--- config.mk ---
export PLATFORM = sky130hd
export DESIGN_NAME = async_fifo_rd_packer
export DESIGN_NICKNAME = d
export VERILOG_FILES = /design/src/rtl/async_fifo_pkg.sv /design/src/rtl/async_fifo_rd_obuf.sv /design/src/rtl/async_fifo_rd_packer.sv
export SDC_FILE = /design/constraint.sdc
export NUM_CORES = 1
export LEC_CHECK = 0
export BUFFER_PORTS_ARGS = -buffer_cell sky130_fd_sc_hd__buf_4
export CORE_ASPECT_RATIO = 2
export CORE_MARGIN = 5
export CORE_UTILIZATION = 50
export DETAILED_ROUTE_END_ITERATION = 10
export PLACE_DENSITY = 0.75
export SLEW_MARGIN = 15
export SYNTH_ARGS = -nofsm -noshare
export SYNTH_HDL_FRONTEND = slang
export SYNTH_HIERARCHICAL = 1
export SYNTH_SLANG_ARGS = --single-unit
--- constraint.sdc ---
create_clock -name rd_clk -period 2.94 [get_ports rd_clk]
set_input_delay 0.588 -clock rd_clk [delete_from_list [all_inputs] [get_ports rd_clk]]
set_output_delay 0.588 -clock rd_clk [all_outputs]
set_load 0.005 [all_outputs]
--- src/rtl/async_fifo_pkg.sv ---
// async_fifo_pkg: width helpers, lane indexing and keep-mask generation for the FIFO read packer
package async_fifo_pkg;

    function automatic int cnt_width(input int ratio);
        return $clog2(ratio) + 1;
    endfunction

    function automatic int to_width(input int timeout);
        return $clog2(timeout + 1);
    endfunction

    function automatic int lane_lsb(input int lane, input int width);
        return lane * width;
    endfunction

    function automatic logic [15:0] keep_mask(input int cnt);
        return 16'((32'd1 << cnt) - 32'd1);
    endfunction

endpackage

--- src/rtl/async_fifo_rd_obuf.sv ---
// async_fifo_rd_obuf: single-entry valid/ready output register for the read packer
module async_fifo_rd_obuf #(
    parameter int W = 32,
    parameter int K = 4
) (
    input  logic         clk,
    input  logic         rst_n,
    input  logic         load_i,
    input  logic [W-1:0] data_i,
    input  logic [K-1:0] keep_i,
    input  logic         ready_i,
    output logic         valid_o,
    output logic [W-1:0] data_o,
    output logic [K-1:0] keep_o,
    output logic         free_o
);
    logic         valid_q, valid_d;
    logic [W-1:0] data_q, data_d;
    logic [K-1:0] keep_q, keep_d;

    // a load replaces the entry (possibly in the same cycle it is accepted); otherwise hold until accepted
    always_comb begin
        valid_d = load_i || (valid_q && !ready_i);
        data_d  = load_i ? data_i : data_q;
        keep_d  = load_i ? keep_i : keep_q;
    end

    // output entry register
    always_ff @(posedge clk or negedge rst_n) begin
        if (!rst_n) begin
            valid_q <= 1'b0;
            data_q  <= '0;
            keep_q  <= '0;
        end else begin
            valid_q <= valid_d;
            data_q  <= data_d;
            keep_q  <= keep_d;
        end
    end

    assign valid_o = valid_q;
    assign data_o  = data_q;
    assign keep_o  = keep_q;
    assign free_o  = !valid_q || ready_i;
endmodule

--- src/rtl/async_fifo_rd_packer.sv ---
// async_fifo_rd_packer: packs RATIO FIFO words into one wide beat; partial-beat timeout flush under ASYNC_FIFO_RD_PACKER_FLUSH_EN
module async_fifo_rd_packer
    import async_fifo_pkg::*;
#(
    parameter int WIDTH   = 8,
    parameter int RATIO   = 4,
    parameter int TIMEOUT = 16
) (
    input  logic                   rd_clk,
    input  logic                   arresetn,
    input  logic                   fifo_rd_empty,
    input  logic [WIDTH-1:0]       fifo_data_out,
    output logic                   fifo_rden,
    output logic                   o_valid,
    input  logic                   o_ready,
    output logic [RATIO*WIDTH-1:0] o_data,
    output logic [RATIO-1:0]       o_keep,
    output logic                   o_busy
);
    localparam int CNT_W = cnt_width(RATIO);
    localparam logic [CNT_W-1:0] LAST = CNT_W'(RATIO - 1);

    if (RATIO < 1 || RATIO > 16 || TIMEOUT < 1 || TIMEOUT > 65535) begin : g_bad_cfg
        $error("async_fifo_rd_packer: RATIO or TIMEOUT out of range");
    end

    logic [CNT_W-1:0]       cnt_q, cnt_d;
    logic [RATIO*WIDTH-1:0] acc_q, acc_d, acc_w, load_data;
    logic [RATIO-1:0]       load_keep;
    logic                   out_free, pop, load, flush;

    // the last word of a beat may only be popped when the output register can take the beat
    assign fifo_rden = arresetn && !fifo_rd_empty && (cnt_q < LAST || out_free);
    assign pop       = fifo_rden;
    assign o_busy    = (cnt_q != '0) || o_valid;

`ifdef ASYNC_FIFO_RD_PACKER_FLUSH_EN
    localparam int TO_W = to_width(TIMEOUT);
    localparam logic [TO_W-1:0] TO_MAX = TO_W'(TIMEOUT);
    logic [TO_W-1:0] idle_q, idle_d;

    // a pop always wins over a pending flush
    assign flush = !pop && (cnt_q != '0) && (idle_q == TO_MAX) && out_free;

    // idle counter saturates at TIMEOUT while the output register is blocked
    always_comb begin
        idle_d = (pop || flush || cnt_q == '0) ? '0 : (idle_q == TO_MAX ? idle_q : idle_q + TO_W'(1));
    end

    // idle counter register
    always_ff @(posedge rd_clk or negedge arresetn) begin
        if (!arresetn) idle_q <= '0;
        else           idle_q <= idle_d;
    end
`else
    assign flush = 1'b0;
`endif

    // accumulator with the current FIFO word dropped into lane cnt
    always_comb begin
        acc_w = acc_q;
        acc_w[lane_lsb(int'(cnt_q), WIDTH) +: WIDTH] = fifo_data_out;
    end

    assign load      = (pop && cnt_q == LAST) || flush;
    assign load_data = flush ? acc_q : acc_w;
    assign load_keep = flush ? RATIO'(keep_mask(int'(cnt_q))) : '1;

    // accumulator clears whenever its contents move to the output register
    always_comb begin
        cnt_d = load ? '0 : (pop ? cnt_q + CNT_W'(1) : cnt_q);
        acc_d = load ? '0 : (pop ? acc_w : acc_q);
    end

    // lane counter and accumulator registers
    always_ff @(posedge rd_clk or negedge arresetn) begin
        if (!arresetn) begin
            cnt_q <= '0;
            acc_q <= '0;
        end else begin
            cnt_q <= cnt_d;
            acc_q <= acc_d;
        end
    end

    async_fifo_rd_obuf #(.W(RATIO*WIDTH), .K(RATIO)) u_obuf (
        .clk    (rd_clk),
        .rst_n  (arresetn),
        .load_i (load),
        .data_i (load_data),
        .keep_i (load_keep),
        .ready_i(o_ready),
        .valid_o(o_valid),
        .data_o (o_data),
        .keep_o (o_keep),
        .free_o (out_free)
    );
endmodule
==> results of run 1 <==
## state kept, by name (all words and copies together), names as in the netlist
register / count
u_obuf/keep_o: 4
u_obuf/data_o: 32
cnt_q: 3
u_obuf/valid_o: 1
acc_q: 32
## metrics by stage
| step | area (um^2) | utilization |
|---|---|---|
| 2_1_floorplan | 3391 | - |
| 3_3_place_gp | 3760 | 0.5678 |
| 3_5_place_dp | 3760 | 0.5678 |
| 4_1_cts | 4048 | 0.6113 |
| 5_1_grt | 4048 | 0.6113 |
| 6_report | 4048 | 0.6113 |
## cell families (layout without fill, tap and decap cells)
kind of cell    count (synthesis)  count (layout)  synth area share
compound gates                 62              62            0.1592
simple gates                   29              29           0.06072
flops                          72              72            0.5331
fa+ha+maj                       5               5           0.01851
buf+inv                        23              72           0.04850
mux                            44              44            0.1788
other cells                     1               4          0.001110
## worst min-delay path by stage
stage | start | to | cells past startpoint
3_3_place_gp | acc_q[5]$_DFFE_PN0P_ | acc_q[5]$_DFFE_PN0P_ | 1
6_report | arresetn | u_obuf/data_o[29]$_DFFE_PN0P_ | 2
2_1_floorplan | arresetn | acc_q[0]$_DFFE_PN0P_ | 0
5_1_grt | acc_q[7]$_DFFE_PN0P_ | acc_q[7]$_DFFE_PN0P_ | 1
4_1_cts | acc_q[3]$_DFFE_PN0P_ | acc_q[3]$_DFFE_PN0P_ | 1
3_5_place_dp | acc_q[14]$_DFFE_PN0P_ | acc_q[14]$_DFFE_PN0P_ | 1
## cell usage after synthesis, types with 2 or more instances
| library cell | instances | share of area |
|---|---|---|
| nor2_1 | 3 | 0.0033 |
| buf_4 | 2 | 0.0044 |
| buf_12 | 3 | 0.018 |
| o21ai_0 | 2 | 0.0030 |
| nand2b_1 | 4 | 0.0074 |
| and3_1 | 2 | 0.0037 |
| ha_1 | 5 | 0.019 |
| nand2_1 | 12 | 0.013 |
| mux2_2 | 15 | 0.050 |
| dfrtp_1 | 72 | 0.53 |
| mux2_4 | 29 | 0.13 |
| buf_2 | 3 | 0.0044 |
| a22o_1 | 56 | 0.15 |
| inv_1 | 3 | 0.0033 |
| buf_1 | 8 | 0.0089 |
| buf_6 | 2 | 0.0067 |
## layout make-up
class / count / area, um^2
clock buffer: 11 / 242.7
clock inverter: 4 / 45.04
fill: 578 / 2574
inverter: 4 / 17.52
multi-input combinational: 144 / 1433
sequential: 72 / 1802
tap: 88 / 110.1
timing repair buffer: 53 / 397.9
## where the power goes
part	switching (mW)	internal, mW	leakage, nW
clock network	0.377	0.670	0.145
logic	0.510	0.746	0.911
registers	0.214	1.32	0.986
total	1.10	2.74	2.04
## placed cells by master, fill, tap and decap left out, types with 3 or more instances in the layout
master and instances:
mux2_4 29, ha_1 5, dfrtp_1 72, nand2b_1 4, buf_4 53, inv_1 3, clkinv_2 3, conb_1 4
mux2_2 15, a22o_1 56, nand2_1 12, clkbuf_16 9
## routing by layer
metal,vias up,wire [um]
met2,35,3748
met4,0,160
met1,1073,2783
met3,12,242
li1,970,-
met5,-,0
## worst max-delay path: stages, from the launching register on
cell	delay (ns)
dfrtp_1	0.53
inv_1	0.17
ha_1	0.23
ha_1	0.40
nand2_4	0.13
nor4b_4	0.49
and3_1	0.40
a22o_1	0.19
==> metrics.cfg, run 1 <==
[global_routing]
antenna_found_initial = 0
grtUsageMet3 = 0.04813
grt_max_degree = 73
groute.usage.overall = 0.1834
use_met1 = 0.2145
busiest_layer = met2
first_global_vias = 2213
overflow = 0
grt_pass1_wl_mm = 11.48
grtUsageMet2 = 0.3049

[clock_tree]
postCtsSetupRepairBufs = 0
path_clk_slew_ns = 0.05
clk_latency_ns = 0.33
cts_tree = done
cts_root_buf = clkbuf_16
holdBufCountCts = 0
cts_buffers = 9
htreeDepth = 3
cts_resized = 0
cts_sinks = 72
clockBufferDepth = 2

[min_path]
hold_path.class = in2async

[sta]
relSlewSlack = 0.4186
setup_viol = 0
fmax_mhz = 383.3
fin_ws_ns = 0.3308
fin_crit_ns = 2.609
hold_viol = 0
finalCritPeriodShare = 0.8875
hold_slack_ns = 0.4672
drv_slew = 0
rsz0062_at_grt = false
skew_ns = 0.005119
worstMarginPinSlew_ns = 0.8721
tns_ns = 0

[detailed_routing]
wl_per_cell_um = 18.44
antenna_left = 0
vias = 2090
firstDrtPassIters = 4
drtIter0Drc = 94
wl_mm = 6.935
drt-vias-per-instance = 5.559
route.detailed.drc = 0

[setup_path]
worstPathArrival_ns = 2.87
r2r_start = cnt_q[0]$_DFFE_PN0P_
worstReg2RegEnd = acc_q[19]$_DFFE_PN0P_
rr_worst_depth = 7
rrSetupSlack_ns = 0.33
cp.required_ns = 3.20
cp-start-kind = flip-flop
cp-end-kind = flip-flop
crit_type = reg2reg
crit_end = acc_q[19]$_DFFE_PN0P_
crit_fanout = 10
crit_path_start = cnt_q[0]$_DFFE_PN0P_

[pwr]
power_density_nw_per_um2 = 949.1
p_leak_nw = 2.043
power.total_mw = 3.842
irDropWorstVdd_v = 0.0005743

[cells_and_area]
stdcell_count = 376
area_delta_synth_final_pct = 19.77
final_nets = 301
n_antenna_cell = 0
drive_gt1_frac = 0.4167

[synthesis]
yosysWarnings = 6
async_flop_share = 1.000
synth_edf_count = 0
synth_cell_types = 31
synth_seq_cells = 72
ys_seq_area_frac = 0.5331
avgSynthCellArea_um2 = 14.32
netlist_instances = 236
syn-cell-area_um2 = 3379
synth-main-ff-cell = dfrtp_1

[placement]
place_ws_ns = 0.3435
dp.cells = 361
numPortBuffers = 50
hpwl_mm = 4.830
gp_congestion = 0.8370

[floorplanning]
core_area_um2 = 6621
fp.dieH_um = 126.3
io_pins = 51
fp-row-count = 42
start_util = 0.5104
dieArea_um2 = 8603
die_w_um = 68.14

[job]
maxCapViolCount = 0

[status]
status = finished, final reports clean

(Power assumes the default switching activity.)
==> run 2: changes to the inputs <==
- ABC_AREA: unset -> 1
==> run 2 against run 1 <==
  * First-iteration DRC count is 51% higher
  * Routed wire length is 15% higher
  * Clock skew is 0.0015 ns lower
  * Final area is 3.4% higher
  * Final cell count is 60% higher
  * Area after synthesis is 3.4% higher
  * Total power is 4.3% lower
  * Critical endpoint is now o_busy
  * Maximum frequency is 9.1% higher
==> metrics.cfg, run 2 <==
[cells_and_area]
final_nets = 524
final_common_cell = nand2_1
mostFrequentLayoutCells = 216 x nand2_1, 72 x dfrtp_1, 54 x buf_4
area_delta_synth_final_pct = 19.76
seqCellArea_um2 = 1802
nFillCells = 685
drive_gt1_frac = 0.1824
n_antenna_cell = 0
multiInputGateArea_um2 = 1375

[setup_path]
crit_top_cell = ha_1
cpMaxStageDelayCell = dfrtp_1
cp-end-kind = primary output
max_stage_delay_ns = 0.51
crit_fanout = 13
path_cells = inv_2 -> ha_1 -> ha_1 -> inv_1 -> or2_2 -> buf_4
worstPathArrival_ns = 1.80
cp.required_ns = 2.35
cp-start-kind = flip-flop
crit_type = reg2out

[detailed_routing]
wl_per_cell_um = 13.30
route.detailed.drc = 0
wl_mm = 7.981
firstDrtPassIters = 4
vias = 2907
antenna_left = 0
drt-vias-per-instance = 4.845
drtIter0Drc = 142

[sta]
hold_viol = 0
skew_ns = 0.003655
fin_ws_ns = 0.5478
tns_ns = 0
setup_viol = 0
rsz0062_at_grt = false
relSlewSlack = 0.3980
worstMarginPinSlew_ns = 0.9029
hold_slack_ns = 0.4691
fmax_mhz = 418.0
finalCritPeriodShare = 0.8137
fin_crit_ns = 2.392
drv_slew = 0

[min_path]
hold_path.class = in2async

[global_routing]
first_global_vias = 2929
overflow = 0
grt_pass1_wl_mm = 13.75
groute.usage.overall = 0.1949
grt_max_degree = 73
antenna_found_initial = 0

[floorplanning]
io_pins = 51
fp-row-count = 43
core_area_um2 = 6887
fp.dieH_um = 128.3
start_util = 0.5076
die_w_um = 69.13
dieArea_um2 = 8865

[clock_tree]
cts_root_buf = clkbuf_16
cts_tree = done
postCtsSetupRepairBufs = 0
holdBufCountCts = 0
cts_buffers = 9
cts_resized = 0
path_clk_slew_ns = 0.05
clk_latency_ns = 0.33
htreeDepth = 3
clockBufferDepth = 2
cts_sinks = 72

[synthesis]
syn-cell-area_um2 = 3496
avgSynthCellArea_um2 = 7.734
ys_top_cells_by_count = 216 x nand2_1, 72 x dfrtp_1, 50 x inv_1
yosysWarnings = 6
async_flop_share = 1.000
yosys.area.top_type = dfrtp_1
yosysMostFrequentCell = nand2_1
synth_seq_cells = 72
ys_seq_area_frac = 0.5154
synth_top_area_frac = 0.5154
synth_cell_types = 23
synth-main-ff-cell = dfrtp_1
synth.area.top_cells = dfrtp_1 52%, nand2_1 23%, inv_1 5.4%
netlist_instances = 452
synth_edf_count = 0

[job]
maxCapViolCount = 0

[status]
status = finished, final reports clean

[placement]
hpwl_mm = 5.632
numPortBuffers = 50
place_ws_ns = 0.8419
gp_congestion = 0.8345

[pwr]
power_density_nw_per_um2 = 878.0
irDropWorstVdd_v = 0.0004230
power.total_mw = 3.676
p_leak_nw = 2.501

[run 2: cell types whose count changed in the layout (fill, tap and decap cells not counted), moves of 16 or more]
cell     delta
a22o_1     -56
mux2_4     -29
nor2_1     +16
inv_1      +47
nand3_1    +16
nand2_1   +204
[run 2: layout make-up]
type	count	share of cell area
Clock buffer	14	0.06545
Timing Repair Buffer	54	0.09683
Inverter	56	0.05200
Sequential cell	72	0.4304
Tap cell	90	0.02690
Multi-Input combinational cell	314	0.3285
[run 2: worst paths after layout]
path / from / end / slack (ns) / cells after the start
setup / recovery: cnt_q[0]$_DFFE_PN0P_ / o_busy / 0.55 / 6
hold / removal: arresetn / u_obuf/data_o[12]$_DFFE_PN0P_ / 0.47 / 2
setup reg to reg: cnt_q[0]$_DFFE_PN0P_ / u_obuf/data_o[29]$_DFFE_PN0P_ / 0.81 / 10
hold reg to reg: u_obuf/data_o[16]$_DFFE_PN0P_ / u_obuf/data_o[16]$_DFFE_PN0P_ / 0.47 / 2
max in group asynchronous: arresetn / u_obuf/keep_o[1]$_DFFE_PN0P_ / 1.87 / 2
min in group rd_clk: u_obuf/data_o[16]$_DFFE_PN0P_ / u_obuf/data_o[16]$_DFFE_PN0P_ / 0.47 / 2
[run 2: critical path: cells and delay by family, from the launching register on]
kind | cells | cell delay, ns
fa+ha+maj | 2 | 0.29
simple gates | 1 | 0.29
buf+inv | 3 | 0.37
flops | 1 | 0.51
[run 2: metal layers]
| layer | global-route usage | wire [um] |
|---|---|---|
| met5 | 0 | 0 |
| met4 | 0.08285 | 206 |
| met3 | 0.04553 | 433 |
| met2 | 0.3468 | 4203 |
| met1 | 0.2210 | 3138 |
[run 2: metrics by stage]
| step | std cells | area [um^2] | utilization |
|---|---|---|---|
| 4_1_cts | 600 | 4187 | 0.6079 |
| 3_5_place_dp | 586 | 3913 | 0.5681 |
| 6_report | 600 | 4187 | 0.6079 |
| 5_1_grt | 600 | 4187 | 0.6079 |
| 2_1_floorplan | 455 | 3507 | - |
| 3_3_place_gp | 586 | 3913 | 0.5681 |
[run 2: cells by family after synthesis]
logic type      after synthesis  synth area share
compound gates               34           0.04867
fa+ha+maj                     5           0.01790
buf+inv                      69           0.09520
flops                        72            0.5154
other cells                   1          0.001073
simple gates                271            0.3218
[run 2: where the power goes]
group	internal [mW]	switching (mW)	total [mW]
Combinational	0.503	0.676	1.18
Sequential	1.30	0.198	1.50
Clock	0.631	0.369	0.999
Total	2.43	1.24	3.68
